### src/rtl/scan_scroll_ctrl.sv
// Four-digit 7-segment scan sequencer: anode multiplexing with blanking dead-time,
// per-digit message fetch, and a scroll pointer that only moves on frame boundaries.
//
// state    | meaning
// ---------+-----------------------------------------------------------
// ST_BLANK | slot_cnt < BLANK_CYCLES: anodes off, character fetch in flight
// ST_SHOW  | remaining slot cycles: current digit's anode driven low
module scan_scroll_ctrl #(
  parameter int SLOT_CYCLES  = 16,
  parameter int BLANK_CYCLES = 2,
  parameter int MSG_LEN      = 16,
  parameter int ADDR_W       = 4,
  parameter int AUTO_FRAMES  = 8
) (
  input  logic              clk,
  input  logic              reset,
  input  logic              button,
  input  logic              auto_en,
  input  logic [3:0]        mem_data,
  output logic [ADDR_W-1:0] mem_addr,
  output logic [3:0]        char,
  output logic              an3,
  output logic              an2,
  output logic              an1,
  output logic              an0,
  output logic [ADDR_W-1:0] base,
  output logic              frame_done
);

  localparam int SW = (SLOT_CYCLES > 1) ? $clog2(SLOT_CYCLES) : 1;
  localparam int FW = (AUTO_FRAMES > 1) ? $clog2(AUTO_FRAMES) : 1;
  localparam logic [SW-1:0]     SLOT_LAST = SW'(SLOT_CYCLES - 1);
  localparam logic [SW-1:0]     BLANK_V   = SW'(BLANK_CYCLES);
  localparam logic [SW-1:0]     FETCH_V   = SW'(1);
  localparam logic [FW-1:0]     AUTO_LAST = FW'(AUTO_FRAMES - 1);
  localparam logic [ADDR_W-1:0] BASE_LAST = ADDR_W'(MSG_LEN - 1);
  localparam logic [ADDR_W:0]   MSG_LEN_V = (ADDR_W + 1)'(MSG_LEN);

  typedef enum logic {ST_BLANK, ST_SHOW} state_t;

  // MSG_LEN need not be a power of two, so wrap by a single compare-and-subtract.
  function automatic logic [ADDR_W-1:0] digit_index(input logic [ADDR_W-1:0] b,
                                                    input logic [1:0]        d);
    logic [ADDR_W:0] sum;
    sum = {1'b0, b} + {{(ADDR_W - 1){1'b0}}, 2'd3 - d};
    if (sum >= MSG_LEN_V) sum = sum - MSG_LEN_V;
    return sum[ADDR_W-1:0];
  endfunction

  state_t            state_q, state_d;
  logic [SW-1:0]     slot_q, slot_d;
  logic [1:0]        digit_q, digit_d;
  logic [FW-1:0]     frame_q, frame_d;
  logic              pending_q, pending_d;
  logic              btn_q;
  logic [ADDR_W-1:0] base_q, base_d;
  logic [ADDR_W-1:0] addr_q, addr_d;
  logic [3:0]        char_q, char_d;
  logic [3:0]        an_q, an_d;
  logic              fd_q, fd_d;
  logic              slot_wrap, at_frame_end, btn_rise, auto_step;

  always_comb begin
    slot_wrap    = (slot_q == SLOT_LAST);
    slot_d       = slot_wrap ? '0 : slot_q + 1'b1;
    digit_d      = slot_wrap ? digit_q - 2'd1 : digit_q;
    at_frame_end = slot_wrap && (digit_q == 2'd0);
    btn_rise     = button & ~btn_q;
    auto_step    = auto_en && at_frame_end && (frame_q == AUTO_LAST);

    frame_d = frame_q;
    if (!auto_en)          frame_d = '0;
    else if (at_frame_end) frame_d = auto_step ? '0 : frame_q + 1'b1;

    // An edge on the boundary cycle itself folds into this boundary's step.
    pending_d = pending_q | btn_rise;
    base_d    = base_q;
    if (at_frame_end) begin
      if (pending_d || auto_step) base_d = (base_q == BASE_LAST) ? '0 : base_q + 1'b1;
      pending_d = 1'b0;
    end

    state_d = (slot_d < BLANK_V) ? ST_BLANK : ST_SHOW;
    an_d    = (state_d == ST_SHOW) ? ~(4'b0001 << digit_d) : 4'b1111;
    addr_d  = slot_wrap ? digit_index(base_d, digit_d) : addr_q;
    char_d  = (state_q == ST_BLANK && slot_q == FETCH_V) ? mem_data : char_q;
    fd_d    = (digit_d == 2'd0) && (slot_d == SLOT_LAST);
  end

  always_ff @(posedge clk or negedge reset) begin
    if (!reset) begin
      state_q   <= ST_BLANK;
      slot_q    <= '0;
      digit_q   <= 2'd3;
      frame_q   <= '0;
      pending_q <= 1'b0;
      btn_q     <= 1'b0;
      base_q    <= '0;
      addr_q    <= '0;
      char_q    <= 4'd0;
      an_q      <= 4'b1111;
      fd_q      <= 1'b0;
    end else begin
      state_q   <= state_d;
      slot_q    <= slot_d;
      digit_q   <= digit_d;
      frame_q   <= frame_d;
      pending_q <= pending_d;
      btn_q     <= button;
      base_q    <= base_d;
      addr_q    <= addr_d;
      char_q    <= char_d;
      an_q      <= an_d;
      fd_q      <= fd_d;
    end
  end

  assign mem_addr             = addr_q;
  assign char                 = char_q;
  assign {an3, an2, an1, an0} = an_q;
  assign base                 = base_q;
  assign frame_done           = fd_q;

endmodule

### config.mk
export PLATFORM = sky130hd
export DESIGN_NAME = scan_scroll_ctrl
export DESIGN_NICKNAME = d
export VERILOG_FILES = /design/src/rtl/scan_scroll_ctrl.sv
export SDC_FILE = /design/constraint.sdc
export NUM_CORES = 1
export LEC_CHECK = 0
export ABC_AREA = 1
export BUFFER_PORTS_ARGS = -buffer_cell sky130_fd_sc_hd__buf_2
export CAP_MARGIN = 10
export CORE_MARGIN = 8
export CORE_UTILIZATION = 58
export DETAILED_ROUTE_END_ITERATION = 7
export PLACE_DENSITY = 0.78
export SLEW_MARGIN = 20
export SYNTH_ARGS = -nofsm -noshare
export SYNTH_HDL_FRONTEND = slang
export SYNTH_SLANG_ARGS = --single-unit
export TNS_END_PERCENT = 30
### constraint.sdc
create_clock -name clk -period 3.53 [get_ports clk]
set_input_delay 0.706 -clock clk [delete_from_list [all_inputs] [get_ports clk]]
set_output_delay 0.706 -clock clk [all_outputs]
set_load 0.005 [all_outputs]
-- Word level (Yosys, flattened, before mapping)
Cells that the tools add are included.
W data, S select, Z words.
- logic and storage cells: 52
- bits in registers: 29
- bits of input ports: 8
- output and inout bits: 17
- $lt $le $gt $ge: 2
- $add $sub $neg: 7
- bitwise gates (word level): 5
- shift operators: 1
- eq/ne operators: 6
- reduce and logical (&&, ||, !) cells: 8
- muxes and demuxes: 12
- operator list (cell ; count):
    $mux W4 ; 6
    $eq A4 B4 Y1 const B ; 3
    $mux W3 ; 3
    $add A4 B1 Y4 const B ; 2
    $add A4 B2 Y5 ; 1
    $ge A5 B5 Y1 const B ; 1
    $logic_and A1 B1 Y1 ; 5
    $eq A4 B1 Y1 const B ; 1
    $logic_not A2 Y1 ; 2
    $lt A4 B2 Y1 const B ; 1
    $not A4 Y4 ; 1
    $shl A1 B2 Y4 const A ; 1
    $sub A4 B1 Y4 const B ; 1
    $add A3 B1 Y3 const B ; 1
    $eq A3 B3 Y1 const B ; 1
    $mux W1 ; 2
    $mux W2 ; 1
    $ne A2 B1 Y1 const B ; 1
    $not A1 Y1 ; 2
    $sub A2 B1 Y2 const B ; 1
    $sub A2 B2 Y2 const A ; 1
    $and A1 B1 Y1 ; 1
    $logic_or A1 B1 Y1 ; 1
    $or A1 B1 Y1 ; 1

-- Longest topological paths before layout
- word-level depth: 10
- depth in mapped cells: 16
- mapped depth without buffers: 16

-- Least setup slack after synthesis
OpenSTA, ideal clock, no wires.
- path type: in2reg
- start point: in button
- end point: reg addr_q[2], in the netlist mem_addr[2]
- stages on the path: 12
- path slack: 1.268 ns
- arrival: 2.144 ns
- library setup time: 0.117 ns
- required time: 3.413 ns
- buffers on the path: 0
- path through: a21oi_1 -> nand2_4 -> nand2_2 -> clkinv_2 -> nand2_1 -> o21ai_0 -> ha_1 -> fa_1 -> inv_1 -> nand2_1 -> nand3_1 -> nand2_1
- longest elaborated chain between the ends: 8
- elaborated cells on any way between the ends: 9
- classes of those cells: add/sub (2); order compare (1); mux (3); bitwise (2); reduce/logical (1)
- ends and longest elaborated chain (what ; RTL line ; source):
    start: declaration ; 17 ; input logic button,
    $and A1 B1 Y1 * ; 68 ; btn_rise = button & ~btn_q;
    $or A1 B1 Y1 * ; 76 ; pending_d = pending_q | btn_rise;
    $logic_or A1 B1 Y1 * ; 79 ; if (pending_d || auto_step) base_d = (base_q == BASE_LAST) ? '0 : base_q + 1'b1;
    $mux W4 * ; 79 ;
    $mux W4 * ; 78 ; if (at_frame_end) begin
    via base_d[0] ; 56 ; logic [ADDR_W-1:0] base_q, base_d;
    $add A4 B2 Y5 * ; 45 ; sum = {1'b0, b} + {{(ADDR_W - 1){1'b0}}, 2'd3 - d};
    $sub A4 B1 Y4 / $ge A5 B5 Y1 (equally long branches) ; 46 ; if (sum >= MSG_LEN_V) sum = sum - MSG_LEN_V;
    $mux W4 * ; 46 ;
    end signal: assignment ; 111 ; addr_q <= addr_d;
    end: declaration ; 57 ; logic [ADDR_W-1:0] addr_q, addr_d;
Mark *: on every way through the listed nets, which the timed path passes. The rest lies on a longest branch.
A chain may end at the register's enable or synchronous reset.

-- Worst setup path in the final report
- start point: reg slot_q[1]
- end point: reg addr_q[1], in the netlist mem_addr[1]
- longest elaborated chain between the ends: 10
- elaborated cells on any way between the ends: 13
- classes of those cells: add/sub (3); order compare (1); eq/ne (1); mux (4); reduce/logical (4)
- ends and longest elaborated chain (what ; RTL line ; source):
    start: declaration ; 51 ; logic [SW-1:0] slot_q, slot_d;
    start signal: assignment ; 105 ; slot_q <= slot_d;
    $eq A4 B4 Y1 * ; 64 ; slot_wrap = (slot_q == SLOT_LAST);
    $logic_and A1 B1 Y1 * ; 67 ; at_frame_end = slot_wrap && (digit_q == 2'd0);
    $logic_and A1 B1 Y1 (2 in series) ; 69 ; auto_step = auto_en && at_frame_end && (frame_q == AUTO_LAST);
    $logic_or A1 B1 Y1 ; 79 ;
    $mux W4 ; 79 ;
    $mux W4 * ; 78 ;
    via base_d[0] ; 56 ;
    $add A4 B2 Y5 * ; 45 ;
    $sub A4 B1 Y4 / $ge A5 B5 Y1 (equally long branches) ; 46 ;
    $mux W4 * ; 46 ;
Marks and branches as above.

==> results.ini <==
[die]
io_pins = 25
core_area_mm2 = 0.00239
die_x_um = 65.5
dieArea_mm2 = 0.00429
initial_utilization_pct = 59.4
die_h_um = 65.5
rows = 18

[clocking]
cts_setup_buffers = 0
cts_root_buf = clkbuf_4
cts_tree = done
clk_pin_slew_ns = 0.09
cts.sinks = 29
ctsResizeCount = 0
clock_path_buffers = 2
h-tree-depth = 2
cts_hold_buffers = 0
clock_latency_ns = 0.33
cts_buffers = 5

[grt]
grt_max_degree = 30
antenna_found_initial = 0
grtUsageTotal_pct = 14.6
overflow = 0
grt_pass1_wl_um = 4780
grt_pass1_vias = 1121

[sta]
rsz0062_at_grt = no
period_minus_slack_ns = 2.55
skew_ns = 0.0109
fin_tns_setup_ns = 0
setup_viol = 0
fin_ws_ns = 0.976
holdWs_ns = 0.376
slew_violations = 0
worst_pin_slew_ns = 0.623
hold_violations = 0
slew_headroom_pct = 58.5
period_share_pct = 72.3
max_freq_ghz = 0.392

[drt]
drc = 0
viasPerCell = 5.12
antenna_left = 0
routed_wl_um = 2720
wl_per_cell_um = 13.5
drt_iter0_markers = 41
vias = 1030
drt_pass1_iterations = 4

[placement]
numPortBuffers = 24
pre_cts_ws_ns = 0.979
dpl-instance-area_mm2 = 0.00158
dp.cells = 193
place_hpwl_um = 2080
place.gp.congestion = 0.875

[power]
ir_drop_uv = 330
power.leakage_nw = 0.819
powerDensity_mw_per_mm2 = 383
total_power_mw = 0.636

[synth]
synthMuxAreaShare_pct = 3.17
ys_warn_count = 0
synth_fa_ha_area_share_pct = 9.35
syn_inst = 139
ys_ff_latch = 29
syn_nets = 157
avgSynthCellArea_um2 = 10.2
syn_area_mm2 = 0.00142
yosysSeqAreaShare_pct = 51.7
synth_top_family_by_area = simple AND/OR/NAND/NOR gates
synth_compound_area_share_pct = 4.06
synth-xor-area-share_pct = 2.38
synth_cell_type_count = 26
synth-simple-area-share_pct = 23.5

[final_layout]
fillers = 188
final_cell_area_mm2 = 0.00166
diodes = 0
drive_gt1_share_pct = 34.5
final_util_pct = 69.6
fin_nets = 188
multi_input_area_um2 = 602
ff_latch_area_um2 = 733
area_growth_syn_to_layout_pct = 17.1
final_cells = 201

[setup_path]
rrSetupSlack_ns = 0.98
critPathArrivalTime_ns = 2.78
path_max_fanout = 8
crit_required_ns = 3.76
path_class = flop to flop
cp-start-kind = flop
endpoint_kind = flop

[run]
maxCapViolCount = 0

[status]
run_status = completed

[hold_path]
hp-class = input pin to asynchronous set/reset pin

worst paths after layout:
kind / to / start / cells past startpoint
max in group asynchronous: slot_q[2] / reset / 1
worst min register to register: mem_addr[3] / mem_addr[3] / 2
worst max register to register: mem_addr[1] / slot_q[1] / 13
min in group clk: mem_addr[3] / mem_addr[3] / 2
worst min-delay path: base[3] / reset / 1
worst max-delay path: mem_addr[1] / slot_q[1] / 13
kinds of logic (layout without fill, tap and decap cells):
| logic type | count (synthesis) | after routing |
|---|---|---|
| simple gates | 61 | 61 |
| flops | 29 | 29 |
| buf+inv | 22 | 54 |
| fa+ha+maj | 10 | 10 |
| compound gates | 10 | 10 |
| mux | 4 | 4 |
| xor+xnor | 3 | 3 |
power by group:
part           leakage [nW]  internal (mW)  switching, mW  total (mW)
combinational         0.446        0.00700         0.0108      0.0178
sequential            0.327          0.336        0.00154       0.337
clock                0.0455          0.169          0.112       0.281
cells in the mapped netlist:
cell type	n	share of area, %
nand2_1	28	7.4
dfrtp_1	23	41
inv_1	19	5.0
nand3_1	12	4.2
ha_1	9	7.9
dfstp_2	6	11
o21ai_0	6	2.1
mux2_2	4	3.2
nand2_2	4	1.8
nor2_1	4	1.1
nand2_4	3	2.4
nand3b_1	3	1.6
a21oi_1	2	0.71
inv_2	2	0.53
o21ai_2	2	1.2
xor2_1	2	1.2
clkinv_2	1	0.35
fa_1	1	1.4
nand3_2	1	0.71
nand4_1	1	0.44
nand4_2	1	0.88
nor2_2	1	0.44
nor2_4	1	0.79
nor2_8	1	1.4
nor3_1	1	0.35
xor2_2	1	1.1
metal layers:
metal / GRT usage (%) / wire [µm] / share of wire (%)
met4: 7.90 / 53 / 1.9
met3: 6.12 / 126 / 4.6
met5: 0 / 0 / 0
met2: 26.0 / 1450 / 53
met1: 14.1 / 1090 / 40
cells in the final DEF, fill, tap and decap left out, types with 3 or more instances in the layout:
cell       n
nand2_1   28
buf_2     24
nand2_2    4
dfrtp_1   23
nand2_4    3
inv_1     19
nor2_1     4
clkbuf_4   5
nand3_1   12
dfstp_2    6
nand3b_1   3
o21ai_0    6
mux2_2     4
ha_1       9
sequential cells by signal, indices dropped and copies added, names as in the netlist:
name and flops:
frame_q 3, pending_q 1, base 4, char 4
state_q 1, frame_done 1, an_q 4, mem_addr 4
slot_q 4, digit_q 2, btn_q 1
critical path, stage by stage, from the launching register on:
cell,delay [ns]
dfrtp_1,0.41
ha_1,0.21
nand2_2,0.10
nor2_8,0.17
nand2_2,0.11
inv_2,0.13
nand2_2,0.09
clkinv_2,0.07
nand2_1,0.05
o21ai_0,0.26
ha_1,0.26
fa_1,0.43
nand2_1,0.09
nand2_1,0.06
final cells by class:
class / instances / share of cell area (%)
clock buffer: 7 / 3.31
clock inverter: 1 / 1.81
inverter: 22 / 5.05
multi-input combinational: 88 / 36.2
sequential: 29 / 44.1
tap: 30 / 2.26
timing repair buffer: 24 / 7.23
(Power assumes the default switching activity.)
